$ cat config.mk
export PLATFORM = sky130hd
export DESIGN_NAME = smc_ahb_mcs_if18
export DESIGN_NICKNAME = d
export VERILOG_FILES = /design/src/rtl/smc_ahb_mcs_if18.sv
export SDC_FILE = /design/constraint.sdc
export NUM_CORES = 1
export LEC_CHECK = 0
export CAP_MARGIN = 20
export CORE_MARGIN = 2
export CORE_UTILIZATION = 33
export DETAILED_ROUTE_END_ITERATION = 12
export PLACE_DENSITY = 0.87
export SLEW_MARGIN = 20
export SYNTH_ARGS = -nofsm -noshare
export SYNTH_HDL_FRONTEND = slang
export SYNTH_SLANG_ARGS = --single-unit
export TNS_END_PERCENT = 20
$ cat constraint.sdc
create_clock -name hclk18 -period 1.74 [get_ports hclk18]
set_input_delay 0.261 -clock hclk18 [delete_from_list [all_inputs] [get_ports hclk18]]
set_output_delay 0.261 -clock hclk18 [all_outputs]
set_load 0.05 [all_outputs]
$ cat src/rtl/smc_ahb_mcs_if18.sv
// AHB-lite slave front end for the static memory controller: decodes one of
// NUM_CS banks from the address, registers the address phase, captures write
// data in the data phase and produces the two-cycle ERROR response.
module smc_ahb_mcs_if18 #(
    parameter int unsigned NUM_CS = 4,
    parameter int unsigned CS_LSB = 24,
    parameter int unsigned DATA_W = 32
) (
    input  logic              hclk18,
    input  logic              n_sys_reset18,
    input  logic              hsel18,
    input  logic [31:0]       haddr18,
    input  logic [1:0]        htrans18,
    input  logic              hwrite18,
    input  logic [2:0]        hsize18,
    input  logic [DATA_W-1:0] hwdata18,
    input  logic              hready18,
    input  logic [NUM_CS-1:0] cs_enable18,
    input  logic              smc_done18,
    input  logic              mac_done18,
    input  logic [DATA_W-1:0] read_data18,
    output logic [DATA_W-1:0] smc_hrdata18,
    output logic              smc_hready18,
    output logic [1:0]        smc_hresp18,
    output logic              smc_valid18,
    output logic              new_access18,
    output logic [NUM_CS-1:0] cs18,
    output logic [31:0]       addr18,
    output logic [1:0]        xfer_size18,
    output logic              n_read18,
    output logic [DATA_W-1:0] write_data18
);

    localparam int unsigned CS_W     = (NUM_CS > 1) ? $clog2(NUM_CS) : 1;
    localparam logic [2:0]  MAX_SIZE = 3'($clog2(DATA_W / 8));

    typedef enum logic [1:0] {
        ST_IDLE,
        ST_ACCESS,
        ST_ERR1,
        ST_ERR2
    } state_t;

    state_t            state;
    state_t            state_next;
    logic              sample;
    logic              misalign;
    logic              size_err;
    logic              access_err;
    logic              decode_en;
    logic              complete;
    logic [CS_W-1:0]   bank;
    logic [NUM_CS-1:0] bank_onehot;
    logic              unused_htrans;

    // BUSY and IDLE differ only in bit 0; neither starts an access.
    assign unused_htrans = htrans18[0];
    assign sample        = hsel18 & hready18 & htrans18[1];
    assign smc_hrdata18  = read_data18;

    // Bank decode and error classification of the current address phase.
    // An out-of-range bank index matches no one-hot bit, so it is caught by
    // the same enable check as a disabled bank.
    always_comb begin
        bank = (NUM_CS > 1) ? haddr18[CS_LSB +: CS_W] : '0;
        for (int unsigned i = 0; i < NUM_CS; i++) begin
            bank_onehot[i] = (bank == CS_W'(i));
        end
        case (hsize18)
            3'd1:    misalign = haddr18[0];
            3'd2:    misalign = |haddr18[1:0];
            3'd3:    misalign = |haddr18[2:0];
            default: misalign = 1'b0;
        endcase
        size_err   = (hsize18 > MAX_SIZE);
        access_err = misalign | size_err | ~|(bank_onehot & cs_enable18);
    end

    // State register.
    always_ff @(posedge hclk18 or negedge n_sys_reset18) begin
        if (!n_sys_reset18) begin
            state <= ST_IDLE;
        end else begin
            state <= state_next;
        end
    end

    // Next-state and response outputs; decode_en marks cycles that may sample.
    always_comb begin
        state_next   = state;
        smc_hready18 = 1'b1;
        smc_hresp18  = 2'b00;
        decode_en    = 1'b0;
        complete     = 1'b0;
        case (state)
            ST_IDLE: begin
                decode_en = 1'b1;
            end
            ST_ACCESS: begin
                smc_hready18 = smc_done18 & mac_done18;
                complete     = smc_done18 & mac_done18;
                decode_en    = complete;
                if (complete) begin
                    state_next = ST_IDLE;
                end
            end
            ST_ERR1: begin
                smc_hready18 = 1'b0;
                smc_hresp18  = 2'b01;
                state_next   = ST_ERR2;
            end
            ST_ERR2: begin
                smc_hresp18 = 2'b01;
                decode_en   = 1'b1;
                state_next  = ST_IDLE;
            end
            default: begin
                state_next = ST_IDLE;
            end
        endcase
        if (decode_en && sample) begin
            state_next = access_err ? ST_ERR1 : ST_ACCESS;
        end
        smc_valid18 = decode_en & sample & ~access_err;
    end

    // Address-phase latch, start pulse and bank select.
    always_ff @(posedge hclk18 or negedge n_sys_reset18) begin
        if (!n_sys_reset18) begin
            new_access18 <= 1'b0;
            cs18         <= '0;
            addr18       <= '0;
            xfer_size18  <= '0;
            n_read18     <= 1'b1;
        end else if (smc_valid18) begin
            new_access18 <= 1'b1;
            cs18         <= bank_onehot;
            addr18       <= haddr18;
            xfer_size18  <= hsize18[1:0];
            n_read18     <= hwrite18;
        end else begin
            new_access18 <= 1'b0;
            if (complete) begin
                cs18 <= '0;
            end
        end
    end

    // Write data is on the bus during the first access cycle.
    always_ff @(posedge hclk18 or negedge n_sys_reset18) begin
        if (!n_sys_reset18) begin
            write_data18 <= '0;
        end else if (new_access18 && n_read18) begin
            write_data18 <= hwdata18;
        end
    end

endmodule

==> flow_metrics.env, run 1 <==
export IMPL_fmax_mhz=526
export IMPL_cp_end_kind="flip-flop"
export IMPL_routabilityCongestion=0.788
export IMPL_routed_wl_mm=8.07
export IMPL_status="finished with violations"
export IMPL_yosysMostFrequentCell="dfrtp_1"
export IMPL_first_pass_iters=4
export IMPL_grt_max_degree=75
export IMPL_synth_cell_type_count=27
export IMPL_grt_util_met3=0.0586
export IMPL_hold_class="in2reg"
export IMPL_tns_ns=-4.05
export IMPL_fin_cells=505
export IMPL_antenna_left=0
export IMPL_via_count=2285
export IMPL_path_buf_inv=3
export IMPL_die_y_um=105
export IMPL_drt_vias_per_instance=4.52
export IMPL_root_buffer="clkbuf_8"
export IMPL_finalSetupViolCount=38
export IMPL_grt_first_pass_wirelength_mm=12.7
export IMPL_syn_area_um2=3370
export IMPL_worstMarginPinSlew_ns=0.507
export IMPL_antenna_found_initial=0
export IMPL_num_fill_cells=867
export IMPL_pre_cts_ws_ns=-0.948
export IMPL_coreArea_um2=9820
export IMPL_slowest_stage="dfrtp_2"
export IMPL_synth_ff_type="dfrtp_1"
export IMPL_critPathMaxFanout=11
export IMPL_ys_seq_area_frac=0.551
export IMPL_ff_latch_area_um2=1860
export IMPL_worstSetupStartpointType="flip-flop"
export IMPL_cts_htree_levels=3
export IMPL_period_minus_slack_ns=1.90
export IMPL_worst_ep_required_time_ns=1.96
export IMPL_finalHoldViolations=0
export IMPL_peakVddDrop_uv=933
export IMPL_synth_top_area_cell="dfrtp_1"
export IMPL_grt_pass1_vias=2406
export IMPL_clk_latency_ns=0.33
export IMPL_cts_made_buffers=9
export IMPL_clk_path_buf_depth=2
export IMPL_overflow=0
export IMPL_routedWlPerCell_um=16.0
export IMPL_grt_met1_usage=0.170
export IMPL_cts_sinks=74
export IMPL_portBuffers=153
export IMPL_maxCapViolations=0
export IMPL_ys_top_cells_by_area="dfrtp_1, mux2_4, mux2_2, buf_4, buf_12"
export IMPL_crit_chain="inv_2 > ha_4 > nand4b_1 > a21o_4 > buf_12 > nor2_4 > buf_12 > mux2_4"
export IMPL_dp_hpwl_mm=5.67
export IMPL_syn_avg_cell_area_um2=15.2
export IMPL_synth_nets=336
export IMPL_relSlewSlack=0.663
export IMPL_criticalPathCategory="reg2reg"
export IMPL_die_area_um2=11000
export IMPL_clk_pin_slew_ns=0.07
export IMPL_rsz0062_at_grt="yes"
export IMPL_finalMaxSlewViolations=0
export IMPL_grt_busiest_layer="met2"
export IMPL_syn_inst=221
export IMPL_start_util=0.343
export IMPL_p_leak_nw=2.41
export IMPL_num_rows=36
export IMPL_grt_use_total=0.149
export IMPL_yosys_warnings=0
export IMPL_crit_family="flip-flops"
export IMPL_synth_commonest_cells="dfrtp_1, mux2_4, buf_4"
export IMPL_num_antenna_cells=0
export IMPL_async_flop_share=1.00
export IMPL_violations="setup timing"
export IMPL_io_pins=220
export IMPL_stdcell_area_um2=5170
export IMPL_fin_crit_sh=1.09
export IMPL_clock_skew_ns=0.0102
export IMPL_fin_ws_ns=-0.162
export IMPL_crit_path_max_incr_delay_ns=0.42
export IMPL_nets=482
export IMPL_cts_tree="done"
export IMPL_placed_cell_area_um2=4730
export IMPL_area_growth_pct=53.6
export IMPL_met2_usage=0.245
export IMPL_layout_drive_gt1_share=0.478
export IMPL_power_density_nw_per_um2=1390
export IMPL_drc=0
export IMPL_cpMostUsedCell="buf_12"
export IMPL_ys_ff_latch=74
export IMPL_die_w_um=105
export IMPL_multi_input_area_um2=1250
export IMPL_synth_top_area_share=0.543
export IMPL_synth_edff_count=0
export IMPL_cp_arrival_ns=2.12
export IMPL_drt_initial_drc_count=49
export IMPL_dp_cells=479
==> cell families after synthesis <==
kind of cell / count (synthesis) / share of synthesized area
adders and majority gates: 3 / 0.0112
muxes: 71 / 0.279
buffers and inverters: 44 / 0.105
other: 1 / 0.00111
AOI/OAI and AO/OA: 7 / 0.0160
DFF: 74 / 0.551
and+or+nand+nor: 21 / 0.0372
==> where the power goes <==
part,internal (mW),total (mW),switching [mW]
Combinational,1.32,3.23,1.91
Sequential,2.10,2.36,0.254
Clock,0.990,1.59,0.603
==> repair_timing <==
| item | CTS | global route |
|---|---|---|
| gates resized for setup | 30 | 3 |
| hold buffers | 1 | 0 |
| setup buffers | 7 | 0 |
| endpoints found under the setup margin | 60 | 44 |
| endpoints found under the hold margin | 73 | 0 |
| pin swaps | 7 | 2 |
| cloned | 2 | 0 |
==> through the flow <==
| stage | power (mW) | utilization | hold slack [ns] |
|---|---|---|---|
| after floorplan | 4.57 | - | -0.0346 |
| after global placement | 5.45 | 0.482 | 0.300 |
| final | 7.18 | 0.527 | 0.340 |
| after detailed placement | 5.50 | 0.482 | 0.308 |
| after global routing | 7.51 | 0.527 | 0.338 |
| after CTS | 7.26 | 0.526 | 0.469 |
==> layout by cell type (no fill, tap or decap), types with 2 or more instances in the layout <==
cell type and instances:
clkdlybuf4s50_1 76, ha_4 2, mux2_4 35, dfrtp_1 71
a21oi_1 2, dlygate4sd2_1 17, buf_4 66, nand2_1 7
clkbuf_8 10, bufinv_16 3, nor2_4 2, buf_12 9
buf_6 3, mux2i_1 3, inv_2 2, inv_1 2
dfrtp_2 2, nand3_1 3, mux2_2 32, or2b_1 2
==> final timing paths <==
path,from,to,slack (ns),depth (start not counted)
setup reg to reg,state[0],addr18[23],-0.16,8
min in group asynchronous,n_sys_reset18,write_data18[10],0.47,3
setup / recovery,state[0],addr18[23],-0.16,8
hold / removal,haddr18[24],cs18[0],0.34,3
max in group asynchronous,n_sys_reset18,state[1],0.94,3
hold reg to reg,write_data18[8],write_data18[8],0.50,1
==> registers in the layout, summed over array words and instances, names as in the netlist <==
signal        flops
state             2
new_access18      1
addr18           32
xfer_size18       2
write_data18     32
cs18              4
n_read18          1
==> layout make-up <==
class                   instances  share of cell area
well taps                     133              0.0322
repair buffers                173               0.318
clock inverters                 5              0.0198
multi-input cells             105               0.241
clock buffers                  11              0.0273
inverters                       4             0.00290
flip-flops and latches         74               0.359
==> worst reg2reg max path, cell delays in order (launching register included) <==
cell      delay, ns
dfrtp_2        0.42
inv_2          0.06
ha_4           0.15
nand4b_1       0.17
a21o_4         0.23
buf_12         0.14
nor2_4         0.13
buf_12         0.18
mux2_4         0.30
==> layer usage <==
layer  up-vias  wire, µm
met4         0       204
met3        32       787
met2       128      3920
met5         -         0
met1      1104      3160
li1       1021         -
(Power assumes the default switching activity.)
==> run 2: changes to the inputs <==
- CORE_ASPECT_RATIO: unset -> 1.75
==> run 2 against run 1 <==
The flow still finishes with violations (setup timing). Cell count shrank 0.59%. Non-clock buffer count grew 5. Count of clock-buffer cells in the layout is the same. Total power grew 2.3%. Sequential power is essentially flat. Flip-flop and latch count is the same. Wire length shrank 0.32%. Die area grew 0.29%. Sequential share of layout area shrank 0.66 points. Register-to-register slack is essentially flat.
==> flow_metrics.env, run 2 (synthesized netlist as in run 1, its figures left out) <==
export IMPL_drc=0
export IMPL_root_buffer="clkbuf_16"
export IMPL_portBuffers=153
export IMPL_critPathMaxFanout=3
export IMPL_grt_pass1_vias=2448
export IMPL_finalHoldViolations=0
export IMPL_cp_end_kind="primary output"
export IMPL_antenna_found_initial=0
export IMPL_final_cell_mix="clkdlybuf4s50_1, buf_4, dfrtp_1"
export IMPL_relSlewSlack=0.663
export IMPL_drt_initial_drc_count=46
export IMPL_slowest_stage="dfrtp_1"
export IMPL_overflow=0
export IMPL_clk_pin_slew_ns=0.06
export IMPL_via_count=2294
export IMPL_first_pass_iters=4
export IMPL_finalSetupViolCount=31
export IMPL_power_density_nw_per_um2=1400
export IMPL_clk_path_buf_depth=2
export IMPL_clock_skew_ns=0.00731
export IMPL_path_buf_inv=3
export IMPL_antenna_left=0
export IMPL_crit_family="buffers and inverters"
export IMPL_worstSetupStartpointType="flip-flop"
export IMPL_finalCoreUtilization=0.531
export IMPL_grt_max_degree=35
export IMPL_die_area_um2=11100
export IMPL_peakVddDrop_uv=1030
export IMPL_cts_sinks=74
export IMPL_r2r_cells=7
export IMPL_num_rows=48
export IMPL_fin_ws_ns=-0.166
export IMPL_maxCapViolations=0
export IMPL_grt_use_total=0.146
export IMPL_fmax_mhz=525
export IMPL_fin_crit_sh=1.10
export IMPL_die_w_um=80.3
export IMPL_coreArea_um2=9910
export IMPL_cts_tree="done"
export IMPL_finalMaxSlewViolations=0
export IMPL_hold_class="in2async"
export IMPL_worst_ep_required_time_ns=1.48
export IMPL_cts_made_buffers=9
export IMPL_nets=487
export IMPL_routedWlPerCell_um=16.0
export IMPL_largestRegisters="addr18 x32, write_data18 x32, cs18 x4"
export IMPL_status="finished with violations"
export IMPL_mostFrequentLayoutCell="clkdlybuf4s50_1"
export IMPL_io_pins=220
export IMPL_routabilityCongestion=0.705
export IMPL_crit_path_max_incr_delay_ns=0.40
export IMPL_die_y_um=138
export IMPL_hold_slack_ns=0.374
export IMPL_cp_depth=5
export IMPL_clk_latency_ns=0.33
export IMPL_tns_ns=-3.91
export IMPL_period_minus_slack_ns=1.91
export IMPL_grt_first_pass_wirelength_mm=12.1
export IMPL_num_antenna_cells=0
export IMPL_worstMarginPinSlew_ns=0.505
export IMPL_layout_drive_gt1_share=0.485
export IMPL_cpMostUsedCell="buf_4"
export IMPL_cts_htree_levels=3
export IMPL_cp_arrival_ns=1.65
export IMPL_routed_wl_mm=8.05
export IMPL_rsz0062_at_grt="yes"
export IMPL_violations="setup timing"
export IMPL_area_growth_pct=56.3
export IMPL_drt_vias_per_instance=4.57
export IMPL_start_util=0.340
export IMPL_criticalPathCategory="reg2out"
export IMPL_dp_hpwl_mm=5.80
export IMPL_crit_chain="buf_4 > buf_4 > ha_1 > or2_2 > buf_6"
export IMPL_p_leak_nw=2.50
[run 2: cell count changes in the layout (fill, tap and decap cells not counted), moves of 2 or more]
| cell | delta |
|---|---|
| buf_4 | +9 |
| bufinv_16 | -3 |
| clkbuf_16 | +9 |
| clkbuf_8 | -8 |
| clkinvlp_4 | +3 |
| dfrtp_1 | +2 |
| dfrtp_2 | -2 |
| dlygate4sd2_1 | -11 |
| dlymetal6s2s_1 | +7 |
[run 2: cell type report]
| class | count | area [µm²] |
|---|---|---|
| inverter | 4 | 15.0 |
| tap | 125 | 156 |
| clock buffer | 11 | 253 |
| sequential | 74 | 1850 |
| fill | 843 | 4650 |
| timing repair buffer | 178 | 1710 |
| clock inverter | 5 | 38.8 |
| multi-input combinational | 105 | 1230 |
[run 2: through the flow]
step / instances / cell area [µm²] / power, mW / setup slack (ns)
after global routing: 502 / 5260 / 7.63 / -0.227
after CTS: 500 / 5190 / 7.36 / -0.187
after floorplan: 221 / 3380 / 4.57 / -0.0395
final: 502 / 5260 / 7.34 / -0.166
after detailed placement: 473 / 4730 / 5.52 / -0.802
after global placement: 473 / 4730 / 5.46 / -0.718
[run 2: worst register-to-register path, delay by kind of cell, from the launching register on]
kind,cells,cell delay (ns)
buffers and inverters,2,0.30
multiplexers,1,0.30
AND/OR/NAND/NOR,2,0.32
flip-flops,1,0.43
adder cells (fa/ha/maj),1,0.19
AO/OA/AOI/OAI,1,0.24
[run 2: worst paths after layout]
kind | startpoint | endpoint | slack, ns
min in group hclk18 | haddr18[24] | cs18[0] | 0.44
max in group asynchronous | n_sys_reset18 | write_data18[0] | 0.82
worst max register to register | state[1] | addr18[6] | -0.15
worst min register to register | write_data18[19] | write_data18[19] | 0.50
worst max-delay path | state[0] | smc_hresp18[0] | -0.17
worst min-delay path | n_sys_reset18 | addr18[26] | 0.37
[run 2: per-layer routing]
| metal | wire, µm | vias to the layer above | GRT usage | part of all wire |
|---|---|---|---|---|
| met5 | 0 | - | 0 | 0 |
| met4 | 397 | 0 | 0.105 | 0.049 |
| met3 | 594 | 37 | 0.0380 | 0.074 |
| met2 | 4540 | 117 | 0.272 | 0.56 |
| met1 | 2520 | 1115 | 0.132 | 0.31 |
| li1 | - | 1025 | - | - |
[run 2: where the power goes]
group	internal, mW	total, mW	switching, mW
clock	1.04	1.75	0.703
sequential	2.10	2.35	0.244
combinational	1.33	3.25	1.92
total	4.48	7.34	2.87
[run 2: what timing repair did]
action                     4_1_cts  5_1_grt
hold buffers                     1        0
setup buffers                    8        2
cloned                           2        0
pin swaps                        6        1
resized for setup               10       15
setup endpoints to repair       48       52
hold endpoints to repair        21        0
